[src/rtl/datapath_pkg.sv]
// Shared control-word bit positions and datapath state encoding.
// The control unit imports the same constants so both sides agree on the word layout.
package datapath_pkg;

  localparam int unsigned CONTROL_WIDTH = 16;

  localparam int unsigned c_halt         = 0;
  localparam int unsigned c_mar_in       = 1;
  localparam int unsigned c_ram_in       = 2;
  localparam int unsigned c_ram_out      = 3;
  localparam int unsigned c_ir_in        = 4;
  localparam int unsigned c_ir_out       = 5;
  localparam int unsigned c_a_in         = 6;
  localparam int unsigned c_a_out        = 7;
  localparam int unsigned c_b_in         = 8;
  localparam int unsigned c_alu_out      = 9;
  localparam int unsigned c_alu_sub      = 10;
  localparam int unsigned c_out_in       = 11;
  localparam int unsigned c_pc_inc       = 12;
  localparam int unsigned c_pc_out       = 13;
  localparam int unsigned c_jump         = 14;
  localparam int unsigned c_flags_update = 15;

  typedef enum logic {StRun, StHalted} dp_state_e;

endpackage

[src/rtl/datapath_if.sv]
// Control, program-load and status signals between the control unit (master) and datapath.
interface datapath_if #(
  parameter int unsigned DATA_WIDTH    = 8,
  parameter int unsigned CONTROL_WIDTH = 16
);
  logic [CONTROL_WIDTH-1:0] i_CONTROL_SIGNALS;
  logic                     i_PROG_WE;
  logic [3:0]               i_PROG_ADDR;
  logic [DATA_WIDTH-1:0]    i_PROG_DATA;
  logic [DATA_WIDTH/2-1:0]  o_IR_DATA;
  logic                     o_ZERO_FLAG;
  logic                     o_CARRY_FLAG;
  logic [DATA_WIDTH-1:0]    o_OUT_DATA;
  logic                     o_OUT_VALID;
  logic                     o_HALTED;
  logic [DATA_WIDTH-1:0]    o_BUS;
  logic                     o_BUS_CONFLICT;

  modport master (
    output i_CONTROL_SIGNALS, i_PROG_WE, i_PROG_ADDR, i_PROG_DATA,
    input  o_IR_DATA, o_ZERO_FLAG, o_CARRY_FLAG, o_OUT_DATA, o_OUT_VALID, o_HALTED,
    input  o_BUS, o_BUS_CONFLICT
  );

  modport slave (
    input  i_CONTROL_SIGNALS, i_PROG_WE, i_PROG_ADDR, i_PROG_DATA,
    output o_IR_DATA, o_ZERO_FLAG, o_CARRY_FLAG, o_OUT_DATA, o_OUT_VALID, o_HALTED,
    output o_BUS, o_BUS_CONFLICT
  );
endinterface

[src/rtl/datapath_alu.sv]
// Combinational adder/subtractor; subtraction is A + ~B + 1 so carry=1 means no borrow.
module alu #(
  parameter int unsigned DATA_WIDTH = 8
) (
  input  logic [DATA_WIDTH-1:0] a_i,
  input  logic [DATA_WIDTH-1:0] b_i,
  input  logic                  sub_i,
  output logic [DATA_WIDTH-1:0] result_o,
  output logic                  carry_o,
  output logic                  zero_o
);
  logic [DATA_WIDTH:0]   sum;
  logic [DATA_WIDTH-1:0] b_op;

  always_comb begin
    b_op     = sub_i ? ~b_i : b_i;
    sum      = {1'b0, a_i} + {1'b0, b_op} + {{DATA_WIDTH{1'b0}}, sub_i};
    result_o = sum[DATA_WIDTH-1:0];
    carry_o  = sum[DATA_WIDTH];
    zero_o   = (sum[DATA_WIDTH-1:0] == '0);
  end
endmodule

[src/rtl/datapath.sv]
// SAP-style datapath: shared bus, PC/MAR/IR/A/B/OUT registers, RAM, ALU flags and halt state.
module datapath #(
  parameter int unsigned DATA_WIDTH    = 8,
  parameter int unsigned CONTROL_WIDTH = datapath_pkg::CONTROL_WIDTH,
  parameter int unsigned RAM_DEPTH     = 16
) (
  input  logic      i_CLOCK_n,
  input  logic      i_RESET,
  datapath_if.slave bus_if
);
  import datapath_pkg::*;

  logic [CONTROL_WIDTH-1:0] ctrl;
  logic [DATA_WIDTH-1:0]    mem [RAM_DEPTH];
  logic [DATA_WIDTH-1:0]    bus, alu_res;
  logic                     alu_carry, alu_zero;
  logic [2:0]               n_drv;
  dp_state_e                state_q, state_d;
  logic [3:0]               pc_q, pc_d, mar_q, mar_d;
  logic [DATA_WIDTH-1:0]    ir_q, ir_d, a_q, a_d, b_q, b_d, out_q, out_d;
  logic                     zero_q, zero_d, carry_q, carry_d;
  logic                     out_valid_q, out_valid_d, conflict_q, conflict_d;

  assign ctrl = bus_if.i_CONTROL_SIGNALS;

  alu #(.DATA_WIDTH(DATA_WIDTH)) u_alu (
    .a_i      (a_q),
    .b_i      (b_q),
    .sub_i    (ctrl[c_alu_sub]),
    .result_o (alu_res),
    .carry_o  (alu_carry),
    .zero_o   (alu_zero)
  );

  // Bus priority: ALU > A > RAM > IR > PC.
  always_comb begin
    bus = '0;
    if      (ctrl[c_alu_out]) bus = alu_res;
    else if (ctrl[c_a_out])   bus = a_q;
    else if (ctrl[c_ram_out]) bus = mem[mar_q];
    else if (ctrl[c_ir_out])  bus = DATA_WIDTH'(ir_q[3:0]);
    else if (ctrl[c_pc_out])  bus = DATA_WIDTH'(pc_q);
    n_drv = {2'b00, ctrl[c_alu_out]} + {2'b00, ctrl[c_a_out]} + {2'b00, ctrl[c_ram_out]}
          + {2'b00, ctrl[c_ir_out]} + {2'b00, ctrl[c_pc_out]};
  end

  always_comb begin
    state_d     = state_q;
    pc_d        = pc_q;
    mar_d       = mar_q;
    ir_d        = ir_q;
    a_d         = a_q;
    b_d         = b_q;
    out_d       = out_q;
    zero_d      = zero_q;
    carry_d     = carry_q;
    out_valid_d = 1'b0;
    conflict_d  = conflict_q;
    if (state_q == StRun) begin
      if (ctrl[c_halt])   state_d = StHalted;
      if (ctrl[c_mar_in]) mar_d = bus[3:0];
      if (ctrl[c_ir_in])  ir_d = bus;
      if (ctrl[c_a_in])   a_d = bus;
      if (ctrl[c_b_in])   b_d = bus;
      if (ctrl[c_out_in]) out_d = bus;
      if (ctrl[c_jump])        pc_d = bus[3:0];
      else if (ctrl[c_pc_inc]) pc_d = pc_q + 4'd1;
      if (ctrl[c_flags_update]) begin
        carry_d = alu_carry;
        zero_d  = alu_zero;
      end
      // No pulse if the same word halts, since halted must read as invalid.
      out_valid_d = ctrl[c_out_in] & ~ctrl[c_halt];
      if (n_drv > 3'd1) conflict_d = 1'b1;
    end
  end

  always_ff @(posedge i_CLOCK_n or posedge i_RESET) begin
    if (i_RESET) begin
      state_q     <= StRun;
      pc_q        <= '0;
      mar_q       <= '0;
      ir_q        <= '0;
      a_q         <= '0;
      b_q         <= '0;
      out_q       <= '0;
      zero_q      <= 1'b0;
      carry_q     <= 1'b0;
      out_valid_q <= 1'b0;
      conflict_q  <= 1'b0;
    end else begin
      state_q     <= state_d;
      pc_q        <= pc_d;
      mar_q       <= mar_d;
      ir_q        <= ir_d;
      a_q         <= a_d;
      b_q         <= b_d;
      out_q       <= out_d;
      zero_q      <= zero_d;
      carry_q     <= carry_d;
      out_valid_q <= out_valid_d;
      conflict_q  <= conflict_d;
    end
  end

  // RAM is not reset; program loads work even in reset or halt.
  always_ff @(posedge i_CLOCK_n) begin
    if (bus_if.i_PROG_WE) begin
      mem[bus_if.i_PROG_ADDR] <= bus_if.i_PROG_DATA;
    end else if (!i_RESET && state_q == StRun && ctrl[c_ram_in]) begin
      mem[mar_q] <= bus;
    end
  end

  assign bus_if.o_IR_DATA      = ir_q[DATA_WIDTH-1:DATA_WIDTH/2];
  assign bus_if.o_ZERO_FLAG    = zero_q;
  assign bus_if.o_CARRY_FLAG   = carry_q;
  assign bus_if.o_OUT_DATA     = out_q;
  assign bus_if.o_OUT_VALID    = out_valid_q;
  assign bus_if.o_HALTED       = (state_q == StHalted);
  assign bus_if.o_BUS          = bus;
  assign bus_if.o_BUS_CONFLICT = conflict_q;
endmodule

[src/flat_wrapper.sv]
// flat-port wrapper written by rule: the top's interface ports become plain ports
module datapath_flat import datapath_pkg::*;
#(
  parameter int unsigned DATA_WIDTH    = 8,
  parameter int unsigned CONTROL_WIDTH = datapath_pkg::CONTROL_WIDTH,
  parameter int unsigned RAM_DEPTH     = 16
)
  (i_CLOCK_n, i_RESET, bus_if_i_CONTROL_SIGNALS, bus_if_i_PROG_WE, bus_if_i_PROG_ADDR, bus_if_i_PROG_DATA, bus_if_o_IR_DATA, bus_if_o_ZERO_FLAG, bus_if_o_CARRY_FLAG, bus_if_o_OUT_DATA, bus_if_o_OUT_VALID, bus_if_o_HALTED, bus_if_o_BUS, bus_if_o_BUS_CONFLICT);
  datapath_if #(.DATA_WIDTH(DATA_WIDTH), .CONTROL_WIDTH(CONTROL_WIDTH)) bus_if_i ();
  input  logic i_CLOCK_n;
  input  logic i_RESET;
  input wire logic [$bits(bus_if_i.i_CONTROL_SIGNALS)-1:0] bus_if_i_CONTROL_SIGNALS;
  input wire logic [$bits(bus_if_i.i_PROG_WE)-1:0] bus_if_i_PROG_WE;
  input wire logic [$bits(bus_if_i.i_PROG_ADDR)-1:0] bus_if_i_PROG_ADDR;
  input wire logic [$bits(bus_if_i.i_PROG_DATA)-1:0] bus_if_i_PROG_DATA;
  output wire logic [$bits(bus_if_i.o_IR_DATA)-1:0] bus_if_o_IR_DATA;
  output wire logic [$bits(bus_if_i.o_ZERO_FLAG)-1:0] bus_if_o_ZERO_FLAG;
  output wire logic [$bits(bus_if_i.o_CARRY_FLAG)-1:0] bus_if_o_CARRY_FLAG;
  output wire logic [$bits(bus_if_i.o_OUT_DATA)-1:0] bus_if_o_OUT_DATA;
  output wire logic [$bits(bus_if_i.o_OUT_VALID)-1:0] bus_if_o_OUT_VALID;
  output wire logic [$bits(bus_if_i.o_HALTED)-1:0] bus_if_o_HALTED;
  output wire logic [$bits(bus_if_i.o_BUS)-1:0] bus_if_o_BUS;
  output wire logic [$bits(bus_if_i.o_BUS_CONFLICT)-1:0] bus_if_o_BUS_CONFLICT;
  assign bus_if_i.i_CONTROL_SIGNALS = bus_if_i_CONTROL_SIGNALS;
  assign bus_if_i.i_PROG_WE = bus_if_i_PROG_WE;
  assign bus_if_i.i_PROG_ADDR = bus_if_i_PROG_ADDR;
  assign bus_if_i.i_PROG_DATA = bus_if_i_PROG_DATA;
  assign bus_if_o_IR_DATA = bus_if_i.o_IR_DATA;
  assign bus_if_o_ZERO_FLAG = bus_if_i.o_ZERO_FLAG;
  assign bus_if_o_CARRY_FLAG = bus_if_i.o_CARRY_FLAG;
  assign bus_if_o_OUT_DATA = bus_if_i.o_OUT_DATA;
  assign bus_if_o_OUT_VALID = bus_if_i.o_OUT_VALID;
  assign bus_if_o_HALTED = bus_if_i.o_HALTED;
  assign bus_if_o_BUS = bus_if_i.o_BUS;
  assign bus_if_o_BUS_CONFLICT = bus_if_i.o_BUS_CONFLICT;
  datapath #(.DATA_WIDTH(DATA_WIDTH), .CONTROL_WIDTH(CONTROL_WIDTH), .RAM_DEPTH(RAM_DEPTH)) u_core (.i_CLOCK_n(i_CLOCK_n), .i_RESET(i_RESET), .bus_if(bus_if_i));
endmodule
[config.mk]
export PLATFORM = sky130hd
export DESIGN_NAME = datapath_flat
export DESIGN_NICKNAME = d
export VERILOG_FILES = /design/src/rtl/datapath_pkg.sv /design/src/rtl/datapath_if.sv /design/src/rtl/datapath_alu.sv /design/src/rtl/datapath.sv /design/src/flat_wrapper.sv
export SDC_FILE = /design/constraint.sdc
export NUM_CORES = 1
export LEC_CHECK = 0
export ABC_AREA = 1
export CORE_ASPECT_RATIO = 0.6
export CORE_UTILIZATION = 55
export CTS_CLUSTER_DIAMETER = 200
export DETAILED_ROUTE_END_ITERATION = 7
export PLACE_DENSITY = 0.82
export SYNTH_ARGS = -nofsm -noshare
export SYNTH_HDL_FRONTEND = slang
export SYNTH_SLANG_ARGS = --single-unit
export TNS_END_PERCENT = 20
[constraint.sdc]
create_clock -name i_CLOCK_n -period 3.26 [get_ports i_CLOCK_n]
set_input_delay 0.326 -clock i_CLOCK_n [delete_from_list [all_inputs] [get_ports i_CLOCK_n]]
set_output_delay 0.326 -clock i_CLOCK_n [all_outputs]
set_load 0.01 [all_outputs]
==> metrics.yaml <==
status:
  status: "finished, violations left"
  violations: "design-rule violations"
routing:
  drt-total-wl_um: 21000
  ant_nets: 0
  first_pass_iters: 8
  detail_route.wl_per_cell_um: 19.5
  drt-initial-drc-count: 875
  drc: 1
  via_per_inst: 5.75
  num_vias: 6179
placed_design:
  detailed_place_hpwl_um: 14400
  pre_cts_ws_ns: -0.0763
  port_buffers: 55
  dp_cells: 1043
  gp_congestion: 0.933
floorplanning:
  die-area_um2: 15100
  rows: 33
  die_w_um: 158
  start_util_pct: 57.5
  fp.coreArea_um2: 14000
  ios: 56
  die_h_um: 95.6
final_layout:
  fin_util_pct: 67.9
  syn_to_final_growth_pct: 18.0
  layout_common_cells: "201 x nand2_1, 128 x edfxtp_1, 90 x nor2_1"
  fill_cells: 1043
  final_common_cell: "nand2_1"
  layout.nets: 915
  drive_gt1_share_pct: 11.6
  finalNonFillerCells: 1075
  antennaDiodeCount: 0
worst_setup_path:
  critPathTopFamily: "buffers and inverters"
  cp_max_fo: 47
  arrival_ns: 2.80
  criticalPathCategory: "flip-flop to output pin"
  endpoint_kind: "output pin"
  cp-start-kind: "flip-flop"
  regToRegEndpoint: "u_core.mem[2][6]$_DFFE_PP_"
  cp.required_ns: 2.93
  r2r_cells: 17
  max_stage_delay_ns: 0.55
  cp_cell_sequence: "buf_4, nand2_1, nand3_1, nand3_1, nand2_1, nand2_1, nand2_1, nand2_1, nand2_1, nand2_2, nand2_2, clkdlybuf4s50_1"
  slowest_stage: "clkdlybuf4s50_1"
  crit_path_frequent_cell: "nand2_1"
  critPathBufInv: 2
  r2r_start: "u_core.b_q[0]$_DFFE_PP0P_"
  rrSetupSlack_ns: 0.41
logic_synthesis:
  async_reset_ff_share_pct: 26.0
  synth_flop_cell: "edfxtp_1"
  ys_ff_latch: 173
  synth_edf_count: 128
  ys_types: 39
  syn_nets: 836
  synth_area_um2: 8030
  syn_inst: 791
  syn_avg_cell_area_um2: 10.2
  yosys_warnings: 0
  synth-seq-area-share_pct: 61.9
grt:
  grt_pass1_vias: 5805
  grt_max_degree: 48
  antenna_found_initial: 0
  grt_pass1_wl_um: 31900
  grt-ovfl-total: 0
  grt.total_usage_pct: 29.5
sta:
  setup_violations: 0
  layout_setup_ws_ns: 0.136
  fin_crit_ns: 3.12
  fin_crit_sh_pct: 95.8
  worst_pin_slew_ns: 1.06
  rsz0062_at_grt: "true"
  skew_ns: 0.0154
  finalHoldViolCount: 0
  slew_violations: 0
  slew_headroom_pct: 29.1
  clock.fmax_mhz: 320
clock_network:
  htreeDepth: 4
  clkTransAtPathRegs_ns: 0.07
  clk_path_buf_depth: 2
  clock-sinks: 173
  cts_root_buf: "clkbuf_16"
  cts_buffers: 17
  cts_setup_buffers: 0
  clock_latency_ns: 0.42
  cts_tree: "built"
  postCtsHoldBufs: 0
worst_hold_path:
  min_path_type: "primary input to flip-flop"
  holdCritStartpoint: "bus_if_i_CONTROL_SIGNALS[11]"
  holdPathStages: 3
  min_to: "u_core.bus_if.o_OUT_VALID$_DFF_PP0_"
power_and_ir_drop:
  p_sw_share_pct: 29.0
  power.clock.fraction_pct: 34.7
  comb_power_share_pct: 20.4
  leakagePower_uw: 0.00389
  power.total_uw: 5620
  p_switching_uw: 1630
  ir_drop_uv: 344
  p_int_uw: 3990
  power_density_nw_per_um2: 593
  p_seq_share_pct: 45.0
run:
  drv_cap: 0
-- metal layers --
metal	routed length, µm	global-route usage (%)
met1	9350	45.1
met2	8760	40.7
met3	2690	8.27
met4	202	8.57
met5	0	0
-- per-stage QoR --
step / setup TNS (ns) / hold WS (ns) / area, µm²
after CTS: 0 / 0.428 / 9460
after global routing: -0.0785 / 0.441 / 9480
after global placement: 0 / 0.455 / 8900
after detailed placement: -0.900 / 0.461 / 8900
after floorplan: 0 / 0.449 / 8030
final: 0 / 0.433 / 9480
-- synth_stat cells, types with 9 or more instances --
| master | count | area [µm²] |
|---|---|---|
| ha_1 | 11 | 138 |
| nand3_1 | 73 | 365 |
| dfrtp_1 | 45 | 1130 |
| inv_1 | 42 | 158 |
| nor2_1 | 90 | 338 |
| buf_2 | 12 | 60.1 |
| o21ai_0 | 54 | 270 |
| nand2_1 | 201 | 754 |
| o211ai_1 | 16 | 120 |
| a21oi_1 | 20 | 100 |
| xor2_1 | 9 | 78.8 |
| edfxtp_1 | 128 | 3840 |
| buf_4 | 12 | 90.1 |
-- how the worst max path moves through the flow --
stage | startpoint | to | slack (ns) | cells after the start
6_report | u_core.mar_q[0]$_DFFE_PP0P_ | bus_if_o_BUS[1] | 0.14 | 12
5_1_grt | u_core.mar_q[0]$_DFFE_PP0P_ | bus_if_o_BUS[1] | -0.08 | 13
4_1_cts | u_core.b_q[0]$_DFFE_PP0P_ | bus_if_o_BUS[6] | 0.03 | 16
3_5_place_dp | bus_if_i_CONTROL_SIGNALS[10] | bus_if_o_BUS[7] | -0.08 | 11
3_3_place_gp | bus_if_i_CONTROL_SIGNALS[10] | bus_if_o_BUS[6] | 0.002 | 16
2_1_floorplan | i_RESET | u_core.mem[11][0]$_DFFE_PP_ | 0.23 | 9
-- timing repair --
item	in CTS	in global routing
setup endpoints to repair	2	6
gates resized for setup	2	5
cloned	0	0
-- logic make-up after synthesis --
family	Yosys count	synth area share, %
AOI/OAI and AO/OA	113	8.24
DFF	173	61.9
adders and majority gates	14	2.46
xor gates and xnor gates	14	1.53
and+or+nand+nor	392	20.5
buffers and inverters	85	5.41
-- power groups by stage --
stage | registers (µW) | logic [µW] | clock network (µW)
2_1_floorplan | 2550 | 694 | 0
3_3_place_gp | 2570 | 1080 | 0
3_5_place_dp | 2570 | 1110 | 0
4_1_cts | 2520 | 1120 | 1950
5_1_grt | 2530 | 1250 | 2030
6_report | 2530 | 1140 | 1950
-- worst register-to-register path: stages, from the launching register on --
cell,delay [ns]
dfrtp_1,0.39
inv_1,0.11
nand2_1,0.06
o21ai_1,0.11
inv_1,0.08
fa_1,0.40
nand3b_1,0.19
nand2_1,0.09
nand2_1,0.05
nand2_1,0.09
a21oi_1,0.09
nand2_1,0.06
nand2_1,0.06
nor2_1,0.18
nor2_4,0.06
buf_4,0.15
nand2_1,0.05
nand2_1,0.27
-- flip-flops by register name, summed over array words and instances, names as in the netlist --
name                          flops
u_core.bus_if.o_ZERO_FLAG         1
u_core.pc_q                       4
u_core.b_q                        8
u_core.ir_q                       8
u_core.bus_if.o_OUT_DATA          8
u_core.bus_if.o_OUT_VALID         1
u_core.mar_q                      4
u_core.bus_if.o_CARRY_FLAG        1
u_core.bus_if.o_BUS_CONFLICT      1
u_core.mem                      128
u_core.a_q                        8
u_core.bus_if.o_HALTED            1
-- layout make-up --
class	count	area (µm²)	area share [%]
multi-input combinational	533	2640	27.9
sequential	173	4970	52.4
clock inverter	11	78.8	0.832
tap	192	240	2.53
clock buffer	21	484	5.11
inverter	49	190	2.01
timing repair buffer	96	875	9.23
No activity file was read; power rests on OpenSTA's default activity.
